**src/rtl/branch_resolve_unit_pkg.sv**
```systemverilog
// Shared definitions for the branch resolve unit: condition codes, flag bit
// positions, FSM state encoding and a helper classifying condition codes.
package branch_resolve_unit_pkg;

  // Condition codes carried on br_cond
  localparam logic [2:0] COND_BR   = 3'b000;  // always taken
  localparam logic [2:0] COND_BLTZ = 3'b001;  // taken on sign
  localparam logic [2:0] COND_BZ   = 3'b010;  // taken on zero
  localparam logic [2:0] COND_BNZ  = 3'b011;  // taken on !zero
  localparam logic [2:0] COND_BCY  = 3'b100;  // taken on carry
  localparam logic [2:0] COND_BNCY = 3'b101;  // taken on !carry
  localparam logic [2:0] COND_BL   = 3'b110;  // always taken, writes link
  localparam logic [2:0] COND_RSVD = 3'b111;  // never taken, no link

  // Bit positions inside the {sign,zero,carry} flag vector
  localparam int FLAG_SIGN  = 2;
  localparam int FLAG_ZERO  = 1;
  localparam int FLAG_CARRY = 0;

  // Outstanding-op counter limit and link return stride
  localparam logic [1:0]  OUT_CNT_MAX = 2'd3;
  localparam logic [31:0] LINK_STRIDE = 32'd4;

  typedef enum logic [1:0] {
    ST_IDLE = 2'd0,
    ST_WAIT = 2'd1,
    ST_RESP = 2'd2
  } state_e;

  // True when the branch outcome depends on ALU flags
  function automatic logic cond_needs_flags(input logic [2:0] cond);
    return !((cond == COND_BR) || (cond == COND_BL) || (cond == COND_RSVD));
  endfunction

endpackage

```
**src/rtl/branch_resolve_unit_cond_eval.sv**
```systemverilog
// branch_cond_eval: purely combinational map from (condition code, flags)
// to (taken, link).
module branch_cond_eval
  import branch_resolve_unit_pkg::*;
(
  input  logic [2:0] cond_i,
  input  logic [2:0] flags_i,
  output logic       taken_o,
  output logic       link_o
);

  // Decode the condition code against the current flags
  always_comb begin
    // NOTE: defaults first so every path assigns both outputs and no latch is inferred.
    taken_o = 1'b0;
    link_o  = 1'b0;
    case (cond_i)
      COND_BR:   taken_o = 1'b1;
      COND_BLTZ: taken_o = flags_i[FLAG_SIGN];
      COND_BZ:   taken_o = flags_i[FLAG_ZERO];
      COND_BNZ:  taken_o = !flags_i[FLAG_ZERO];
      COND_BCY:  taken_o = flags_i[FLAG_CARRY];
      COND_BNCY: taken_o = !flags_i[FLAG_CARRY];
      COND_BL: begin
        taken_o = 1'b1;
        link_o  = 1'b1;
      end
      default: begin
        taken_o = 1'b0;
        link_o  = 1'b0;
      end
    endcase
  end

endmodule

```
**src/rtl/branch_resolve_unit.sv**
```systemverilog
// branch_resolve_unit: resolves conditional branches against ALU flags.
// Tracks up to three outstanding flag-setting ALU ops; a flag-dependent
// branch waits until every op older than it has delivered its flags, then
// evaluates against the most recent flags. Results are registered and held
// until the consumer accepts them.
// Optional build macro: BRANCH_STATS_EN adds saturating taken/not-taken
// counters on stat_taken / stat_not_taken.
module branch_resolve_unit
  import branch_resolve_unit_pkg::*;
(
  input  logic        clk,
  input  logic        rst,
  input  logic        alu_issue,
  output logic        alu_issue_ready,
  input  logic        flag_valid,
  input  logic [2:0]  flag_in,
  input  logic        br_valid,
  output logic        br_ready,
  input  logic [2:0]  br_cond,
  input  logic [31:0] br_pc,
  input  logic [31:0] br_offset,
  output logic        res_valid,
  input  logic        res_ready,
  output logic        res_taken,
  output logic [31:0] res_target,
  output logic        res_link,
  output logic [31:0] res_link_addr
`ifdef BRANCH_STATS_EN
  ,
  output logic [15:0] stat_taken,
  output logic [15:0] stat_not_taken
`endif
);

  state_e      state_q;
  logic [1:0]  out_cnt_q, out_cnt_d;
  logic [1:0]  wait_cnt_q;
  logic [2:0]  flag_q;
  logic [2:0]  cond_q;
  logic        res_valid_q;
  logic        res_taken_q;
  logic        res_link_q;
  logic [31:0] res_target_q;
  logic [31:0] res_link_addr_q;

  logic        issue_ok;
  logic        flag_ok;
  logic [2:0]  eval_cond;
  logic        eval_taken;
  logic        eval_link;

  // An issue is dropped when the counter is full; a flag with nothing
  // outstanding is stray and does not underflow the counter.
  assign issue_ok = alu_issue && (out_cnt_q != OUT_CNT_MAX);
  assign flag_ok  = flag_valid && (out_cnt_q != 2'd0);

  assign alu_issue_ready = (out_cnt_q != OUT_CNT_MAX);
  assign br_ready        = (state_q == ST_IDLE) && !rst;

  // At accept the incoming code is evaluated; while waiting, the captured one
  assign eval_cond = (state_q == ST_IDLE) ? br_cond : cond_q;

  branch_cond_eval u_cond_eval (
    .cond_i  (eval_cond),
    .flags_i (flag_q),
    .taken_o (eval_taken),
    .link_o  (eval_link)
  );

  // Next outstanding count: simultaneous issue and retire cancel out
  always_comb begin
    out_cnt_d = out_cnt_q;
    case ({issue_ok, flag_ok})
      2'b10:   out_cnt_d = out_cnt_q + 2'd1;
      2'b01:   out_cnt_d = out_cnt_q - 2'd1;
      default: out_cnt_d = out_cnt_q;
    endcase
  end

  // Outstanding counter and latest-flags register, independent of the FSM
  // NOTE: every register here is control state, so all of them take the async reset.
  always_ff @(posedge clk or posedge rst) begin
    if (rst) begin
      out_cnt_q <= 2'd0;
      flag_q    <= 3'b000;
    end else begin
      // NOTE: non-blocking so every flop samples pre-edge values of its peers.
      out_cnt_q <= out_cnt_d;
      if (flag_valid) begin
        flag_q <= flag_in;
      end
    end
  end

  // Branch FSM: accept, wait for older flags, present registered result
  always_ff @(posedge clk or posedge rst) begin
    if (rst) begin
      state_q         <= ST_IDLE;
      wait_cnt_q      <= 2'd0;
      cond_q          <= COND_BR;
      res_valid_q     <= 1'b0;
      res_taken_q     <= 1'b0;
      res_link_q      <= 1'b0;
      res_target_q    <= 32'd0;
      res_link_addr_q <= 32'd0;
    end else begin
      case (state_q)
        ST_IDLE: begin
          if (br_valid) begin
            // An op issuing in this same cycle is younger and is not waited on
            cond_q          <= br_cond;
            wait_cnt_q      <= out_cnt_q;
            res_target_q    <= br_pc + br_offset;
            res_link_addr_q <= br_pc + LINK_STRIDE;
            res_link_q      <= eval_link;
            if (!cond_needs_flags(br_cond) || (out_cnt_q == 2'd0)) begin
              state_q     <= ST_RESP;
              res_valid_q <= 1'b1;
              res_taken_q <= eval_taken;
            end else begin
              state_q <= ST_WAIT;
            end
          end
        end
        ST_WAIT: begin
          // flag_q already holds the last required flags once the count hits 0
          if (wait_cnt_q == 2'd0) begin
            state_q     <= ST_RESP;
            res_valid_q <= 1'b1;
            res_taken_q <= eval_taken;
          end else if (flag_valid) begin
            wait_cnt_q <= wait_cnt_q - 2'd1;
          end
        end
        ST_RESP: begin
          if (res_ready) begin
            state_q     <= ST_IDLE;
            res_valid_q <= 1'b0;
          end
        end
        default: begin
          state_q     <= ST_IDLE;
          res_valid_q <= 1'b0;
        end
      endcase
    end
  end

  assign res_valid     = res_valid_q;
  assign res_taken     = res_taken_q;
  assign res_target    = res_target_q;
  assign res_link      = res_link_q;
  assign res_link_addr = res_link_addr_q;

`ifdef BRANCH_STATS_EN
  logic [15:0] stat_taken_q;
  logic [15:0] stat_not_taken_q;

  // Saturating outcome counters, bumped on each accepted resolution
  always_ff @(posedge clk or posedge rst) begin
    if (rst) begin
      stat_taken_q     <= 16'd0;
      stat_not_taken_q <= 16'd0;
    end else if (res_valid_q && res_ready) begin
      if (res_taken_q) begin
        if (stat_taken_q != 16'hFFFF) begin
          stat_taken_q <= stat_taken_q + 16'd1;
        end
      end else begin
        if (stat_not_taken_q != 16'hFFFF) begin
          stat_not_taken_q <= stat_not_taken_q + 16'd1;
        end
      end
    end
  end

  assign stat_taken     = stat_taken_q;
  assign stat_not_taken = stat_not_taken_q;
`endif

endmodule

```
**config.mk**
```make
export PLATFORM = sky130hd
export DESIGN_NAME = branch_resolve_unit
export DESIGN_NICKNAME = d
export VERILOG_FILES = /design/src/rtl/branch_resolve_unit_pkg.sv /design/src/rtl/branch_resolve_unit_cond_eval.sv /design/src/rtl/branch_resolve_unit.sv
export SDC_FILE = /design/constraint.sdc
export NUM_CORES = 1
export LEC_CHECK = 0
export BUFFER_PORTS_ARGS = -buffer_cell sky130_fd_sc_hd__clkbuf_2
export CORE_AREA = 2 2 135 137
export CTS_BUF_LIST = sky130_fd_sc_hd__clkbuf_4
export DETAILED_ROUTE_END_ITERATION = 16
export DIE_AREA = 0 0 137 139
export GPL_ROUTABILITY_DRIVEN = 0
export GPL_TIMING_DRIVEN = 1
export PLACE_DENSITY = 0.48
export SLEW_MARGIN = 20
export SYNTH_ARGS = -nofsm -noshare
export SYNTH_HDL_FRONTEND = slang
export SYNTH_SLANG_ARGS = --single-unit
```
**constraint.sdc**
```tcl
create_clock -name clk -period 2.6 [get_ports clk]
set_clock_uncertainty 0.15 [all_clocks]
set_input_delay 0.13 -clock clk [delete_from_list [all_inputs] [get_ports clk]]
set_output_delay 0.13 -clock clk [all_outputs]
set_load 0.02 [all_outputs]
```
After elaboration in Yosys (flattened, before gate mapping)
Index checks and enable logic that the tools add are counted.
{"block": "totals", "reg_bits": 79, "inputBits": 76, "output_inout_bits": 69, "word_cells": 79}
{"block": "op_classes", "add_sub_neg": 5, "eq_ne": 19, "mux": 22, "n_reduce_logical": 23}
{"op": "$add A32 B3 Y32 const B", "n": 1}
{"op": "$add A32 B32 Y32", "n": 1}
{"op": "$eq A3 B3 Y1 const B", "n": 5}
{"op": "$mux W2", "n": 7}
{"op": "$ne A2 B2 Y1 const B", "n": 6}
{"op": "$reduce_and A4 Y1", "n": 3}
{"op": "$mux W1", "n": 8}
{"op": "$pmux W2 S2", "n": 2}
{"op": "$eq A3 B2 Y1 const B", "n": 2}
{"op": "$logic_not A2 Y1", "n": 3}
{"op": "$logic_not A3 Y1", "n": 2}
{"op": "$pmux W1 S6", "n": 1}
{"op": "$pmux W2 S3", "n": 1}
{"op": "$reduce_bool A2 Y1", "n": 3}
{"op": "$eq A2 B1 Y1 const B", "n": 2}
{"op": "$eq A2 B2 Y1 const B", "n": 2}
{"op": "$sub A2 B1 Y2 const B", "n": 2}
{"op": "$eq A3 B1 Y1 const B", "n": 1}
{"op": "$logic_and A1 B1 Y1", "n": 3}
{"op": "$logic_not A1 Y1", "n": 3}
{"op": "$logic_or A1 B1 Y1", "n": 3}
{"op": "$mux W3", "n": 1}
{"op": "$pmux W1 S3", "n": 1}
{"op": "$reduce_and A3 Y1", "n": 1}
{"op": "other kinds (5)", "n": 5}

Logic depth before layout (Yosys ltp)
Gate-level depths: netlist of the first run.
{"block": "depth", "ltp_word": 8, "mapped_depth": 9, "ltp_nobuf": 9}

By module
Synthesis of the first run repeated with hierarchy kept, for this count alone.
{"block": "hier_totals", "hier_cells": 591, "hier_area_um2": 5271.3}
{"mod": "branch_resolve_unit", "instances": 1, "cells_each": 582, "area_per_inst_um2": 5206.2, "seq_area_each_um2": 1976.9}
{"mod": "branch_cond_eval", "instances": 1, "cells_each": 9, "area_per_inst_um2": 65.1, "seq_area_each_um2": 0.0}

Worst setup path before layout of the first run
OpenSTA, ideal clock, no wires.
{"block": "synth_timing", "kind": "input to register", "start": "input port br_pc[0]", "end": "register res_target_q[30] (netlist: res_target[30])", "setup_time_ps": 92, "t_arrival_ps": 2170, "t_required_ps": 2358, "slack_ps": 188, "path_stages": 9, "path_buffers": 0, "path_cell_list": "ha_1 -> fa_1 -> a21o_1 -> a221o_1 -> a21oi_1 -> or3_4 -> a211oi_2 -> o21a_2 -> o31ai_2"}
{"block": "synth_between", "elab_chain_len": 1}
{"item": "start, declared", "line": "branch_resolve_unit.sv:20", "source": "input logic [31:0] br_pc,"}
{"item": "$add A32 B32 Y32", "line": "branch_resolve_unit.sv:113", "source": "res_target_q <= br_pc + br_offset;"}
{"item": "end signal, assigned", "line": "branch_resolve_unit.sv:113"}
{"item": "end, declared", "line": "branch_resolve_unit.sv:43", "source": "logic [31:0] res_target_q;"}
No other way between the ends.
A chain may end at the register's enable or synchronous reset.

Worst setup path in the final report of the first run
{"block": "layout_timing", "start": "input port br_offset[0]", "end": "register res_target_q[30] (netlist: res_target[30])"}
{"block": "layout_between", "elab_chain_len": 1}
{"item": "start, declared", "line": "branch_resolve_unit.sv:21", "source": "input logic [31:0] br_offset,"}
{"item": "$add A32 B32 Y32", "line": "branch_resolve_unit.sv:113"}
No other way between the ends.

==> flow_summary.yaml, run 1 <==
outcome:
  status: "complete, no violations"
yosys:
  synth_common_cells: "nand2_1 (120), dfrtp_1 (79), o21ai_0 (64), a21oi_1 (39), ha_1 (34)"
  synth.ff_latch_count: 79
  synth_area_leaders: "dfrtp_1 (38%), nand2_1 (8.6%), ha_1 (8.1%)"
  synthFlopType: "dfrtp_1"
  yosysTopAreaCellShare: 0.378
  yosys.cell_types.count: 55
  synth_cells: 611
  synth_top_area_cell: "dfrtp_1"
  synth_warnings: 0
  yosys.cell_count.top_type: "nand2_1"
  yosysSeqAreaShare: 0.378
  synthArstFlopShare: 1.00
  syn_area_per_cell_um2: 8.55
  synth_edf_count: 0
  synth_fp_nets: 722
  synth.cell_area_um2: 5230
worst_setup_path:
  crit_path_top_delay_cell: "dlygate4sd3_1"
  cp.arrival_ps: 2770
  crit_path_end_kind: "flip-flop"
  worstPathMaxFanout: 3
  critPathMaxStageDelay_ps: 550
  worstSetupPathType: "primary input to flip-flop"
  cp_cell_sequence: "dlygate4sd3_1, clkbuf_2, ha_2, fa_2, a21o_1, a221o_1, a21oi_2, buf_4, or3_4, a211oi_2, o21a_2, o31ai_2"
  worstPathRequired_ps: 2840
  crit_buf_inv: 3
  critPathLaunchType: "primary input"
  cp_top_family: "compound AO/OA/AOI/OAI gates"
clocking:
  clock_tree.buffer_depth: 2
  clkSinkCount: 79
  cts_buffers: 9
  clk_pin_slew_ps: 140
  cts_tree: "yes"
  h-tree-depth: 3
  cts_root_buf: "clkbuf_4"
  insertion_delay_ps: 470
placed_design:
  dp_slack_ps: 16.2
  port_buffers: 144
  hpwl_um: 12300
pwr:
  seqPwrFrac: 0.358
  power_switching_uw: 2820
  swShare: 0.464
  power.internal_uw: 3250
  ir_worst_vdd_mv: 0.438
  power_density_nw_per_um2: 835
  p_comb_frac: 0.511
  p_clk_frac: 0.131
  p_leak_uw: 0.00342
layout:
  multi_input_area_um2: 3120
  area_growth_pct: 39.1
  drive_gt1_frac: 0.264
  fillCellCount: 1855
  layout.nets: 953
  register_area_um2: 1980
  utilization: 0.412
timing:
  max_clock_freq_ghz: 0.395
  rsz0062_at_grt: "true"
  finalCritPeriodShare: 0.973
  hold_viol_final: 0
  slew_viol_final: 0
  period_needed_ps: 2530
  postLayoutSetupSlackWorst_ps: 71.4
  relSlewSlack: 0.495
  setup_viol: 0
  fin_hold_ws_ps: 43.3
  tightest_slew_ps: 757
global_routing:
  grt_pass1_vias: 5301
  grt_pass1_wl_um: 26300
  antenna_found_initial: 1
  gr-usage-all-layers: 0.174
  grt_max_degree: 50
  overflow: 0
flow_run:
  cap_violations: 0
routing:
  first_iter_violations: 233
  via_per_inst: 4.84
  drt-total-wl_um: 16100
  routedWlPerCell_um: 15.0
  drc_errors: 0
  drt-pass1-iter-count: 7
  antenna_left: 0
  vias: 5208
floorplanning:
  dieArea_um2: 19000
  die_h_um: 139
  placementRows: 49
  start_util: 0.296
  die_w_um: 137
  design.core.area_um2: 17700
  io_pins: 145
min_path:
  hp-class: "primary input to flip-flop"
## per-layer routing
layer | vias to the layer above | track usage | wire (µm)
met5 | - | 0 | 0
met4 | 0 | 0.0635 | 271
met3 | 18 | 0.0322 | 775
met2 | 134 | 0.279 | 7530
met1 | 2426 | 0.231 | 7530
li1 | 2630 | - | -
## cell usage in the layout, fill, tap and decap left out, types with 3 or more instances in the layout
| master | Yosys | final |
|---|---|---|
| clkbuf_2 | 0 | 144 |
| nand2_1 | 120 | 119 |
| dfrtp_1 | 79 | 79 |
| dlygate4sd3_1 | 0 | 72 |
| o21ai_0 | 64 | 63 |
| a21oi_1 | 39 | 36 |
| xor2_1 | 33 | 33 |
| buf_4 | 6 | 32 |
| ha_1 | 34 | 28 |
| nor2_1 | 23 | 23 |
| xnor2_1 | 23 | 23 |
| nand3_1 | 20 | 20 |
| o21ai_1 | 12 | 13 |
| a21o_1 | 12 | 12 |
| nand4_1 | 12 | 12 |
| nor3_1 | 12 | 11 |
| inv_1 | 12 | 11 |
| and3_1 | 9 | 9 |
| clkbuf_4 | 0 | 9 |
| or3_1 | 6 | 6 |
| o21a_1 | 7 | 6 |
| mux2_2 | 6 | 6 |
| ha_2 | 0 | 6 |
| o31ai_1 | 5 | 5 |
| a31oi_1 | 4 | 4 |
| o311ai_1 | 3 | 3 |
| a221o_1 | 3 | 3 |
| o211ai_1 | 3 | 3 |
| a211oi_2 | 1 | 3 |
| and2_1 | 4 | 3 |
| a21oi_2 | 0 | 3 |
| mux2i_1 | 3 | 3 |
## cell families after synthesis
group | Yosys count | synth area share
AND/OR/NAND/NOR | 219 | 0.191
multiplexers | 9 | 0.0187
flip-flops | 79 | 0.378
adder cells (fa/ha/maj) | 35 | 0.0852
AO/OA/AOI/OAI | 171 | 0.197
buffers and inverters | 42 | 0.0361
XOR/XNOR | 56 | 0.0938
## power groups by stage
stage               clock network (µW)  logic [µW]  registers [µW]
CTS                                830        3140            2180
detailed placement                   0        3040            2200
finish                             796        3110            2170
floorplan                            0        1390            2730
global placement                     0        3000            2180
global route                       892        3440            2260
## registers in the layout (all words and copies together) (netlist names)
register and count:
res_link_addr 32, res_target 32, cond_q 3, flag_q 3, out_cnt_q 2, state_q 2, wait_cnt_q 2, res_link 1
res_taken 1, res_valid 1
## tightest hold or removal path: stages
cell,delay [ps]
clkbuf_2,80
ha_1,190
xor2_1,90
o21ai_0,150
## path summary, 6_finish.rpt
path | from | to | slack [ps] | depth (start not counted)
hold / removal | br_offset[19] | res_target[19] | 40 | 4
setup reg to reg | state_q[1] | res_link_addr[0] | 180 | 7
max in group asynchronous | rst | res_target[26] | 1470 | 4
min in group asynchronous | rst | res_target[31] | 150 | 3
setup / recovery | br_offset[0] | res_target[30] | 70 | 12
hold reg to reg | res_link_addr[3] | res_link_addr[3] | 340 | 2
## area by class of cell
type | count | area share
clock inverters | 7 | 0.00981
multi-input cells | 490 | 0.428
clock buffers | 9 | 0.00929
repair buffers | 249 | 0.234
diodes | 1 | 0.000344
flip-flops and latches | 79 | 0.272
well taps | 229 | 0.0394
inverters | 13 | 0.00688
## per-stage QoR
stage	total power, µW	TNS, ps	cell area, µm²	std cells
6_report	6070	0	7270	1077
3_3_place_gp	5180	0	6350	986
4_1_cts	6150	0	7210	1074
5_1_grt	6590	-64.5	7270	1077
2_1_floorplan	4120	0	5230	611
3_5_place_dp	5250	0	6350	986
## what timing repair did
action	CTS	global route
hold buffers	72	0
gates resized for setup	0	17
endpoints found under the setup margin	0	14
hold endpoints to repair	94	0
setup buffers	0	2
Note: power is estimated with default switching activity, not from simulation.
==> inputs of run 2 (changes only) <==
--- a/config.mk
+++ b/config.mk
@@ -5,14 +5,14 @@
 export SDC_FILE = /design/constraint.sdc
 export NUM_CORES = 1
 export LEC_CHECK = 0
-export BUFFER_PORTS_ARGS = -buffer_cell sky130_fd_sc_hd__clkbuf_2
 export CORE_AREA = 2 2 135 137
 export CTS_BUF_LIST = sky130_fd_sc_hd__clkbuf_4
 export DETAILED_ROUTE_END_ITERATION = 16
 export DIE_AREA = 0 0 137 139
+export DONT_BUFFER_PORTS = 1
 export GPL_ROUTABILITY_DRIVEN = 0
 export GPL_TIMING_DRIVEN = 1
-export PLACE_DENSITY = 0.48
+export PLACE_DENSITY = 0.41
 export SLEW_MARGIN = 20
 export SYNTH_ARGS = -nofsm -noshare
 export SYNTH_HDL_FRONTEND = slang
==> run 2 against run 1 <==
  * Non-clock buffer count down 130
  * Register-to-register slack better by 60 ps
  * Setup slack better by 4.2 ps
  * First-iteration DRC count down 21%
  * Final area down 6.7%
  * Global-route usage down 0.051 points
  * Wire length up 0.35%
  * Critical path type unchanged
  * Critical endpoint unchanged
==> flow_summary.yaml, run 2 (synthesis results as in run 1) <==
timing:
  relSlewSlack: 0.540
  tightest_slew_ps: 689
  slew_viol_final: 0
  setup_viol: 0
  period_needed_ps: 2520
  hold_viol_final: 0
  max_clock_freq_ghz: 0.396
  finalCritPeriodShare: 0.971
global_routing:
  gr-usage-all-layers: 0.173
  antenna_found_initial: 1
  grt_pass1_vias: 4864
  grt_max_degree: 57
  overflow: 0
  grt_pass1_wl_um: 26000
layout:
  final_area_um2: 6780
  fillCellCount: 1833
  area_growth_pct: 29.8
  final_cells: 948
  mostFrequentLayoutCells: "nand2_1 (119), dlygate4sd3_1 (96), dfrtp_1 (79), o21ai_0 (64), a21oi_1 (36)"
  mostFrequentLayoutCell: "nand2_1"
  drive_gt1_frac: 0.0976
  layout.nets: 823
worst_setup_path:
  reg2reg_to: "res_link_addr[30]"
  worstPathMaxFanout: 3
  worstPathRequired_ps: 2830
  r2r_setup_slack_ps: 240
  reg2regPathDepth: 7
  cp.arrival_ps: 2760
  worstSetupPathType: "primary input to flip-flop"
  critPathLaunchType: "primary input"
  crit_path_end_kind: "flip-flop"
  r2r_start: "state_q[1]"
floorplanning:
  placementRows: 49
  die_w_um: 137
  die_h_um: 139
  start_util: 0.296
  design.core.area_um2: 17700
  io_pins: 145
  dieArea_um2: 19000
placed_design:
  placed_area_um2: 5560
  hpwl_um: 11900
  dpl.cell_count: 831
  port_buffers: 0
outcome:
  status: "complete, no violations"
routing:
  vias: 4748
  drt-pass1-iter-count: 6
  via_per_inst: 5.01
  drt-total-wl_um: 16200
  routed.top_layer: "met4"
  wl_met2_um: 7540
  routedWlPerCell_um: 17.0
  wl_met1_um: 7400
  first_iter_violations: 184
  drc_errors: 0
  wl_met3_um: 814
  antenna_left: 0
clocking:
  h-tree-depth: 3
  clk_pin_slew_ps: 150
  cts_root_buf: "clkbuf_4"
  clock_tree.buffer_depth: 2
  cts_buffers: 9
  clkSinkCount: 79
  insertion_delay_ps: 460
  cts_tree: "yes"
min_path:
  min_to: "res_target[17]"
  worstHoldPathCells: 4
  hold_start: "br_offset[16]"
  hp-class: "primary input to flip-flop"
pwr:
  swShare: 0.471
  ir_worst_vdd_mv: 0.358
  p_leak_uw: 0.00290
  seqPwrFrac: 0.509
  power_density_nw_per_um2: 852
  power_uw: 5780
  power_switching_uw: 2720
  p_comb_frac: 0.334
  power.internal_uw: 3060
  p_clk_frac: 0.157
flow_run:
  cap_violations: 0
-- run 2: worst max-delay path by stage --
stage,slack [ps],to,from,cells past startpoint
floorplan,190,res_target[30],br_pc[0],9
global placement,70,res_target[16],br_pc[0],9
detailed placement,60,res_target[16],br_pc[0],9
CTS,3,res_target[28],br_pc[0],10
global route,-3,res_link_addr[25],br_pc[4],9
finish,80,res_target[30],br_pc[0],11
-- run 2: power groups by stage --
stage	Combinational, µW	Clock [µW]	Sequential (µW)
after floorplan	1390	0	2730
after global placement	1660	0	2980
after detailed placement	1700	0	2990
after CTS	1900	936	2960
after global routing	2230	994	3020
final	1930	909	2940
-- run 2: routing by layer --
layer  GRT usage  vias up
li1            -     2362
met1       0.230     2247
met2       0.276      115
met3      0.0325       24
met4      0.0673        0
met5           0        -
-- run 2: what timing repair did --
action | in CTS | in global routing
hold endpoints to repair | 155 | 1
setup endpoints to repair | 0 | 19
buffers inserted | 0 | 2
resized for setup | 0 | 20
hold buffers | 95 | 2
-- run 2: worst max-delay path: stages --
cell,delay [ps]
dlygate4sd3_1,570
ha_2,220
fa_2,360
a21o_1,210
a221o_1,360
a21oi_2,140
buf_4,130
or3_4,140
a211oi_2,70
o21a_2,210
o31ai_2,200
-- run 2: cell type report --
type / count / area, µm² / share of cell area
Multi-Input combinational cell: 490 / 3140 / 0.463
Sequential cell: 79 / 1980 / 0.292
Timing Repair Buffer: 119 / 1160 / 0.172
Tap cell: 229 / 287 / 0.0423
Clock inverter: 6 / 85.1 / 0.0125
Clock buffer: 10 / 75.1 / 0.0111
Inverter: 13 / 50.0 / 0.00738
Antenna cell: 2 / 5.00 / 0.000738
-- run 2: per-stage QoR --
step	TNS (ps)	utilization	hold WS, ps	worst slack [ps]
after floorplan	0	-	85.4	188
after global placement	0	0.315	-22.7	73.3
after detailed placement	0	0.315	-11.3	55.2
after CTS	0	0.378	0.292	3.41
after global routing	-2.93	0.384	48.2	-2.66
final	0	0.384	22.8	75.6
